==> src/rtl/addr_calc_pkg.sv <==
// Shared types and screen defaults for the frame-buffer address pipeline.
package addr_calc_pkg;

  localparam int unsigned SCREEN_WIDTH_DEF  = 640;
  localparam int unsigned SCREEN_HEIGHT_DEF = 480;

  typedef logic [31:0] addr_t;
  typedef logic [9:0]  coord_t;

endpackage

==> src/rtl/addr_calculator.sv <==
// Two-stage pixel address pipeline: offset + (y*W + x) * size.
// Bounds flag enabled by ADDR_CALC_BOUNDS_CHECK_EN.
module addr_calculator
  import addr_calc_pkg::*;
#(
  parameter int unsigned SCREEN_WIDTH  = SCREEN_WIDTH_DEF,
  parameter int unsigned SCREEN_HEIGHT = SCREEN_HEIGHT_DEF,
  parameter int unsigned PIXELBITS     = 4
) (
  input  logic                 clk,
  input  logic                 n_rst,
  input  logic [9:0]           x,
  input  logic [9:0]           y,
  input  logic [PIXELBITS-1:0] pixel_size,
  input  logic [31:0]          offset,
`ifdef ADDR_CALC_BOUNDS_CHECK_EN
  output logic                 out_of_range,
`endif
  output logic [31:0]          address
);

  // Index width covers y up to 1023 rows plus a full row of x.
  localparam int unsigned IDX_W  =
    10 + $clog2(SCREEN_WIDTH + 1) + 1;
  localparam int unsigned PROD_W = IDX_W + PIXELBITS;

  logic [IDX_W-1:0]     idx_d, idx_q;
  logic [PIXELBITS-1:0] size_d, size_q;
  addr_t                offs_d, offs_q;
  addr_t                address_d, address_q;
  logic [PROD_W-1:0]    prod;
  coord_t               x_c, y_c;

  assign x_c = x;
  assign y_c = y;

`ifdef ADDR_CALC_BOUNDS_CHECK_EN
  logic oor_d, oor_q;
  logic out_of_range_d, out_of_range_q;
`endif

  always_comb begin
    idx_d  = IDX_W'(y_c) * IDX_W'(SCREEN_WIDTH)
           + IDX_W'(x_c);
    size_d = (pixel_size == '0)
           ? PIXELBITS'(1) : pixel_size;
    offs_d = offset;
`ifdef ADDR_CALC_BOUNDS_CHECK_EN
    oor_d = (32'(x_c) >= SCREEN_WIDTH)
         || (32'(y_c) >= SCREEN_HEIGHT);
    // Zeroing the index makes the result collapse to offset.
    if (oor_d) idx_d = '0;
`endif
  end

  always_comb begin
    prod      = PROD_W'(idx_q) * PROD_W'(size_q);
    address_d = offs_q + 32'(prod);
`ifdef ADDR_CALC_BOUNDS_CHECK_EN
    out_of_range_d = oor_q;
`endif
  end

  always_ff @(posedge clk or negedge n_rst) begin
    if (!n_rst) begin
      idx_q     <= '0;
      size_q    <= '0;
      offs_q    <= '0;
      address_q <= '0;
    end else begin
      idx_q     <= idx_d;
      size_q    <= size_d;
      offs_q    <= offs_d;
      address_q <= address_d;
    end
  end

`ifdef ADDR_CALC_BOUNDS_CHECK_EN
  always_ff @(posedge clk or negedge n_rst) begin
    if (!n_rst) begin
      oor_q          <= 1'b0;
      out_of_range_q <= 1'b0;
    end else begin
      oor_q          <= oor_d;
      out_of_range_q <= out_of_range_d;
    end
  end

  assign out_of_range = out_of_range_q;
`endif

  assign address = address_q;

endmodule

==> config.mk <==
export PLATFORM = sky130hd
export DESIGN_NAME = addr_calculator
export DESIGN_NICKNAME = d
export VERILOG_FILES = /design/src/rtl/addr_calc_pkg.sv /design/src/rtl/addr_calculator.sv
export SDC_FILE = /design/constraint.sdc
export NUM_CORES = 1
export LEC_CHECK = 0
export CAP_MARGIN = 20
export CORE_AREA = 5 5 122 124
export CTS_CLUSTER_DIAMETER = 60
export DETAILED_ROUTE_END_ITERATION = 6
export DIE_AREA = 0 0 127 129
export PLACE_DENSITY = 0.76
export SETUP_SLACK_MARGIN = 0.5
export SLEW_MARGIN = 20
export SYNTH_ARGS = -nofsm -noshare
export SYNTH_HDL_FRONTEND = slang
export SYNTH_SLANG_ARGS = --single-unit
==> constraint.sdc <==
create_clock -name clk -period 8.1 [get_ports clk]
set_clock_uncertainty 0.05 [all_clocks]
set_input_delay 2.43 -clock clk [delete_from_list [all_inputs] [get_ports clk]]
set_output_delay 2.43 -clock clk [all_outputs]
set_load 0.01 [all_outputs]
After elaboration in Yosys (flattened, before gate mapping):

Cells that the tools add are included.

* register bits after elaboration: 89
* bits in latches: 0
* memory bits (writable): 0
* bits in read-only memories: 0
* input port bits: 58
* output and inout port bits: 32
* logic and storage cells: 10
* memories kept: 0

* add/subtract/negate cells: 2
* multiply operators: 2
* div/mod/pow operators: 0
* magnitude comparators: 0
* equality and inequality tests: 0
* shift-type cells: 0
* muxes and demuxes: 1
* bitwise gates (word level): 0
* reductions and logical operators: 1

Operators by type and width (number)
* adder 32 x 25 -> 32 bit: 1
* multiplier 21 x 4 -> 25 bit: 1
* adder 20 x 10 -> 21 bit: 1
* multiplier 10 x 3 -> 13 bit (second input constant): 1
* zero test 4 bit: 1
* 2-to-1 mux 4 bit: 1

Longest topological paths before layout:

Gate-level depths: netlist of the first run.

* depth after elaboration: 2
* mapped depth: 17
* mapped depth without buffers: 15

Worst setup path after synthesis of the first run:

Ideal clock, no wire load.

* path type: input to register
* from: in y[1]
* to: reg idx_q[19]
* setup time: 0.069 ns
* data arrival time: 4.526 ns
* data required time: 7.981 ns
* setup slack: 3.455 ns
* stages on the path: 11
* buffers on the path: 0
* path through: ha_1 -> ha_1 -> inv_1 -> fa_1 -> nand2b_1 -> a21oi_1 -> xor2_1 -> nand3_1 -> nor3_1 -> nand4b_1 -> nand3_1

* word-level cells in the longest chain between the ends: 2

RTL lines
* start, declared: line addr_calculator.sv:13 `input logic [9:0] y,`
* multiplier 10 x 3 -> 13 bit: line addr_calculator.sv:43 `idx_d = IDX_W'(y_c) * IDX_W'(SCREEN_WIDTH)`
* adder 20 x 10 -> 21 bit: line addr_calculator.sv:44 `+ IDX_W'(x_c);`
* net idx_d[19]: line addr_calculator.sv:27 `logic [IDX_W-1:0] idx_d, idx_q;`
* end signal, assigned: line addr_calculator.sv:71 `idx_q <= idx_d;`
* end, declared: line addr_calculator.sv:27

The timed path passes the listed nets, and every way through them passes these cells.

Worst setup path after layout of the first run:

Ends and elaborated chain as after synthesis.

==> results.sh, run 1 <==
export IMPL_crit_chain="clkdlybuf4s50_1, ha_1, ha_1, inv_1, fa_1, nand2b_1, a21oi_1, xor2_1, nand3_1, nor3_1, nand4b_1, nand3_1"
export IMPL_power_frac_clock_pct=13.2
export IMPL_multiInputGateArea_sq_mm=0.003948
export IMPL_routed_wirelength_mm=12.73
export IMPL_seq_power_share_pct=21.9
export IMPL_fp_coreArea_sq_mm=0.01367
export IMPL_crit_fanout=3
export IMPL_syn2layout_area_growth_pct=19.44
export IMPL_reg2regPathDepth=13
export IMPL_synth_cell_types=49
export IMPL_drv_cap=0
export IMPL_nFillCells=1163
export IMPL_grt_usage_pct=16.80
export IMPL_synth_edff_count=0
export IMPL_io_pins=90
export IMPL_worst_slew_pin_slew_ns=0.7474
export IMPL_n_antenna_cell=0
export IMPL_dp_cells=911
export IMPL_die_area_sq_mm=0.01638
export IMPL_fin_cells=925
export IMPL_timing_rr_start="size_q[3]$_DFF_PN0_"
export IMPL_hp_class="flop to flop"
export IMPL_setup_tns_final_ns=0
export IMPL_antenna_found_initial=0
export IMPL_grt_pass1_vias=4946
export IMPL_synthesis_nets=835
export IMPL_combPwrFrac_pct=64.9
export IMPL_total_power_w=0.002744
export IMPL_hold_depth=1
export IMPL_r2r_end="address[31]$_DFF_PN0_"
export IMPL_grt_pass1_wl_mm=22.47
export IMPL_switching_power_w=0.001193
export IMPL_std_cell_rows=43
export IMPL_grt_ovfl_total=0
export IMPL_syn_area_sq_mm=0.006674
export IMPL_crit_arrival_ns=5.27
export IMPL_dp_hpwl_mm=10.23
export IMPL_die_height_um=129
export IMPL_viasPerCell=5.003
export IMPL_setup_worst_path_end="idx_q[19]$_DFF_PN0_"
export IMPL_final_antenna_net_count=0
export IMPL_synth_seq_area_share_pct=33.37
export IMPL_yosysWarningCount=0
export IMPL_power_density_mw_per_mm2=344.2
export IMPL_max_freq_ghz=0.1983
export IMPL_drc_errors=0
export IMPL_hold_viol_final=0
export IMPL_clockBufferDepth=2
export IMPL_status="finished, final reports clean"
export IMPL_reg2reg_slack_ns=3.39
export IMPL_fin_crit_ns=5.043
export IMPL_internal_power_w=0.001550
export IMPL_synthCells=661
export IMPL_grt_max_degree=90
export IMPL_first_pass_iters=4
export IMPL_wl_per_cell_um=13.76
export IMPL_numClockSinks=89
export IMPL_cts_hold_buf=0
export IMPL_cts_inserted_buffers=9
export IMPL_synth_flop_cell="dfrtp_1"
export IMPL_cts_tree="yes"
export IMPL_root_buffer="clkbuf_16"
export IMPL_finalSetupViolCount=0
export IMPL_leakage_nw=3.790
export IMPL_rsz0062_at_grt="false"
export IMPL_worstPathRequired_ns=8.33
export IMPL_start_kind="input port"
export IMPL_drive_above_1_share_pct=3.221
export IMPL_most_common_layout_cells="inv_1 (114), dfrtp_1 (89), clkdlybuf4s50_1 (88)"
export IMPL_ys_async_sr_fraction_pct=100.0
export IMPL_nets=916
export IMPL_gp_congestion=0.8670
export IMPL_path_class="input port to flop"
export IMPL_io_buffers=89
export IMPL_register_area_sq_mm=0.002227
export IMPL_synth_seq_cells=89
export IMPL_path_clk_slew_ns=0.05
export IMPL_cp_end_kind="flop"
export IMPL_crit_slowest_cell="clkdlybuf4s50_1"
export IMPL_sw_frac_of_total_pct=43.50
export IMPL_ir_drop_mv=0.2125
export IMPL_die_x_um=127
export IMPL_maxSlewHeadroom_pct=50.17
export IMPL_postCtsSetupBuffers=0
export IMPL_synth_avg_cell_area_sq_um=10.10
export IMPL_cts_resized=0
export IMPL_drt_iter0_drc=268
export IMPL_via_count=4628
export IMPL_slew_viol_final=0
export IMPL_fin_crit_sh_pct=62.25
export IMPL_initial_core_util_pct=48.84
export IMPL_cp_startpoint="y[1]"
export IMPL_htree_levels=3
export IMPL_max_stage_delay_ns=0.45
export IMPL_clock_latency_ns=0.35
export IMPL_final_common_cell="inv_1"
-- cells in the mapped netlist, types with 8 or more instances --
cell type  count  area share [%]
a21o_1         8            0.90
a21oi_1       28             2.1
and2_1        79             7.4
clkbuf_1      19             1.1
dfrtp_1       89              33
fa_1          62              19
ha_1          54              10
inv_1        114             6.4
nand2_1       26             1.5
nand3_1        8            0.60
nor2_1        26             1.5
nor3_1        15             1.1
o21a_1         8            0.90
o21ai_0       18             1.3
xnor2_1       17             2.2
xor2_1        22             2.9
-- critical path, delay by kind of cell --
family          cells  cell delay [ns]
compound gates      1             0.18
xor+xnor            1             0.27
fa+ha+maj           3             0.86
buf+inv             2             0.51
simple gates        5             0.99
-- kinds of logic (layout without fill, tap and decap cells) --
logic type	count (synthesis)	count (layout)	synth area share [%]
simple gates	181	181	14.85
buf+inv	133	217	7.480
fa+ha+maj	116	116	28.72
compound gates	102	102	10.41
flops	89	89	33.37
xor+xnor	39	39	5.118
other cells	1	1	0.05619
-- sequential cells by signal, indices dropped and copies added (netlist names) --
name and cells:
address 32, size_q 4, offs_q 32, idx_q 21
-- per-layer routing --
| layer | part of all wire [%] | global-route usage (%) | vias up |
|---|---|---|---|
| met4 | 2.3 | 7.066 | 0 |
| met5 | 0 | 0 | - |
| li1 | - | - | 2273 |
| met2 | 49 | 27.86 | 100 |
| met3 | 4.1 | 3.113 | 21 |
| met1 | 45 | 21.82 | 2234 |
-- power groups by stage --
stage / registers, W / logic, W / clock network, W
final: 0.000602 / 0.00178 / 0.000362
after global routing: 0.000613 / 0.00201 / 0.000391
after CTS: 0.000603 / 0.00177 / 0.000372
after detailed placement: 0.000611 / 0.00176 / 0
after global placement: 0.000610 / 0.00171 / 0
after floorplan: 0.000633 / 0.00128 / 0
-- stage by stage --
step                      setup slack (ns)  hold WS (ns)  utilization, %  instance area (sq um)
after global routing                 2.884        0.4478           58.33                   7971
final                                3.057        0.4231           58.33                   7971
after CTS                            3.069        0.4339           58.30                   7968
after global placement               2.854        0.4168           56.46                   7716
after floorplan                      3.455        0.3848               -                   6674
after detailed placement             2.721        0.4112           56.46                   7716
-- area by class of cell --
class,count,area share [%]
repair buffers,89,11.19
multi-input cells,439,49.52
clock inverters,4,0.2825
clock buffers,10,2.872
inverters,114,5.368
well taps,180,2.825
flip-flops and latches,89,27.94
-- worst min path at each step --
stage                                    start  slack, ns                    end
final                     offs_q[30]$_DFF_PN0_       0.42  address[30]$_DFF_PN0_
after global routing      offs_q[30]$_DFF_PN0_       0.45  address[30]$_DFF_PN0_
after CTS                 offs_q[30]$_DFF_PN0_       0.43  address[30]$_DFF_PN0_
after detailed placement  offs_q[28]$_DFF_PN0_       0.41  address[28]$_DFF_PN0_
after global placement    offs_q[30]$_DFF_PN0_       0.42  address[30]$_DFF_PN0_
after floorplan           offs_q[28]$_DFF_PN0_       0.38  address[28]$_DFF_PN0_
(Power assumes the default switching activity.)
==> run 2: changes to the inputs <==
PLACE_DENSITY = 0.78   (was 0.76)
clock period = 4.6 ns   (was 8.1 ns; I/O delays follow)
==> run 2 against run 1 <==
Net effect: sequential power grew 76%; utilization grew 6.6 points; register-to-register slack got worse by 3.1 ns; combinational power grew to 2.6 times the previous value; largest cell class unchanged.
==> results.sh, run 2 (synthesis gave the netlist of run 1 again) <==
export IMPL_nets=964
export IMPL_start_kind="flop"
export IMPL_routed_wirelength_mm=15.63
export IMPL_crit_path_frequent_cell="fa_1"
export IMPL_die_height_um=129
export IMPL_via_count=5142
export IMPL_fin_cells=974
export IMPL_maxSlewHeadroom_pct=49.67
export IMPL_fin_crit_ns=4.343
export IMPL_grt_pass1_wl_mm=25.63
export IMPL_root_buffer="clkbuf_16"
export IMPL_max_freq_ghz=0.2302
export IMPL_wl_per_cell_um=16.05
export IMPL_cp_end_kind="flop"
export IMPL_cp_buffers_inverters=3
export IMPL_clock_latency_ns=0.34
export IMPL_timing_rr_start="size_q[2]$_DFF_PN0_"
export IMPL_antenna_found_initial=0
export IMPL_crit_slowest_cell="fa_1"
export IMPL_grt_usage_pct=19.31
export IMPL_final_util_pct=64.93
export IMPL_grt_pass1_vias=5360
export IMPL_total_power_w=0.006438
export IMPL_nFillCells=982
export IMPL_syn2layout_area_growth_pct=32.96
export IMPL_hold_depth=1
export IMPL_viasPerCell=5.279
export IMPL_crit_fanout=5
export IMPL_cts_tree="yes"
export IMPL_finalSetupViolCount=0
export IMPL_final_antenna_net_count=0
export IMPL_reg2regPathDepth=15
export IMPL_numClockSinks=89
export IMPL_dp_hpwl_mm=10.00
export IMPL_power_density_mw_per_mm2=725.6
export IMPL_rsz0062_at_grt="true"
export IMPL_io_buffers=89
export IMPL_cts_inserted_buffers=9
export IMPL_gp_congestion=0.8684
export IMPL_die_area_sq_mm=0.01638
export IMPL_status="finished, final reports clean"
export IMPL_grt_max_degree=90
export IMPL_drv_cap=0
export IMPL_path_clk_slew_ns=0.06
export IMPL_final_common_cell="inv_1"
export IMPL_holdPathEnd="address[28]$_DFF_PN0_"
export IMPL_leakage_nw=4.072
export IMPL_fin_crit_sh_pct=94.42
export IMPL_worst_slew_pin_slew_ns=0.7550
export IMPL_fp_coreArea_sq_mm=0.01367
export IMPL_hold_start="offs_q[28]$_DFF_PN0_"
export IMPL_std_cell_rows=43
export IMPL_path_class="flop to flop"
export IMPL_worstPathRequired_ns=4.82
export IMPL_setup_tns_final_ns=0
export IMPL_grt_ovfl_total=0
export IMPL_placedInstanceArea_sq_mm=0.007759
export IMPL_clockBufferDepth=2
export IMPL_htree_levels=3
export IMPL_final_cell_area_sq_mm=0.008874
export IMPL_crit_chain="buf_4, and2_4, fa_1, fa_1, inv_1, fa_1, inv_2, ha_4, a211oi_2, nor2_2, o31a_1, o211ai_2, o21ai_2, or4b_1, nand4_1"
export IMPL_die_x_um=127
export IMPL_initial_core_util_pct=48.84
export IMPL_first_pass_iters=5
export IMPL_most_common_layout_cells="inv_1 (99), clkdlybuf4s50_1 (88), dfrtp_1 (86)"
export IMPL_slew_viol_final=0
export IMPL_drt_iter0_drc=357
export IMPL_hold_viol_final=0
export IMPL_ir_drop_mv=0.4813
export IMPL_cpLargestDelayFamily="adder cells"
export IMPL_r2r_end="address[31]$_DFF_PN0_"
export IMPL_drive_above_1_share_pct=20.28
export IMPL_hp_class="flop to flop"
export IMPL_reg2reg_slack_ns=0.26
export IMPL_n_antenna_cell=0
export IMPL_io_pins=90
export IMPL_drc_errors=0
export IMPL_crit_arrival_ns=4.56
export IMPL_dp_cells=915
export IMPL_max_stage_delay_ns=0.56
[run 2: cell types whose count changed in the layout (fill, tap and decap cells not counted), moves of 11 or more]
cell	change
buf_4	+36
ha_1	-18
ha_4	+18
and2_1	-15
and2_4	+15
inv_1	-15
inv_2	+15
buf_6	+11
[run 2: per-layer routing]
| layer | global-route usage [%] | wire (um) | part of all wire (%) | vias up |
|---|---|---|---|---|
| met5 | 0 | 0 | 0 | - |
| met4 | 7.445 | 534 | 3.4 | 0 |
| met3 | 3.030 | 660 | 4.2 | 49 |
| met2 | 33.00 | 7815 | 50 | 187 |
| met1 | 24.89 | 6623 | 42 | 2524 |
| li1 | - | - | - | 2382 |
[run 2: worst max-delay path by stage]
stage,start,to,slack [ns],cells after the start
global route,size_q[2]$_DFF_PN0_,address[31]$_DFF_PN0_,0.18,15
CTS,size_q[3]$_DFF_PN0_,address[31]$_DFF_PN0_,0.44,14
detailed placement,size_q[3]$_DFF_PN0_,address[31]$_DFF_PN0_,0.06,13
floorplan,size_q[3]$_DFF_PN0_,address[31]$_DFF_PN0_,0.46,15
global placement,size_q[3]$_DFF_PN0_,address[31]$_DFF_PN0_,0.17,13
finish,size_q[2]$_DFF_PN0_,address[31]$_DFF_PN0_,0.26,15
[run 2: per-stage QoR]
step / setup WS, ns / hold WS, ns
detailed placement: 0.05728 / 0.4106
finish: 0.2567 / 0.4228
CTS: 0.4406 / 0.4297
floorplan: 0.4641 / 0.3848
global placement: 0.1704 / 0.4175
global route: 0.1811 / 0.4565
[run 2: what timing repair did]
action | 4_1_cts | 5_1_grt
setup buffers | 33 | 10
gates cloned | 1 | 0
hold buffers | 0 | 0
gates resized for setup | 86 | 41
pin swaps | 71 | 55
setup endpoints to repair | 18 | 19
[run 2: cell type report]
class | instances | area, sq um | share of cell area (%)
Sequential cell | 89 | 2231 | 25.14
Timing Repair Buffer | 137 | 1306 | 14.72
Multi-Input combinational cell | 439 | 4412 | 49.72
Tap cell | 180 | 225.2 | 2.538
Clock inverter | 5 | 32.53 | 0.3666
Clock buffer | 10 | 239.0 | 2.693
Inverter | 114 | 427.9 | 4.822
[run 2: where the power goes]
| group | internal [W] | switching [W] |
|---|---|---|
| Sequential | 0.000987 | 0.0000728 |
| Combinational | 0.00229 | 0.00242 |
| Clock | 0.000376 | 0.000292 |
| Total | 0.00365 | 0.00278 |
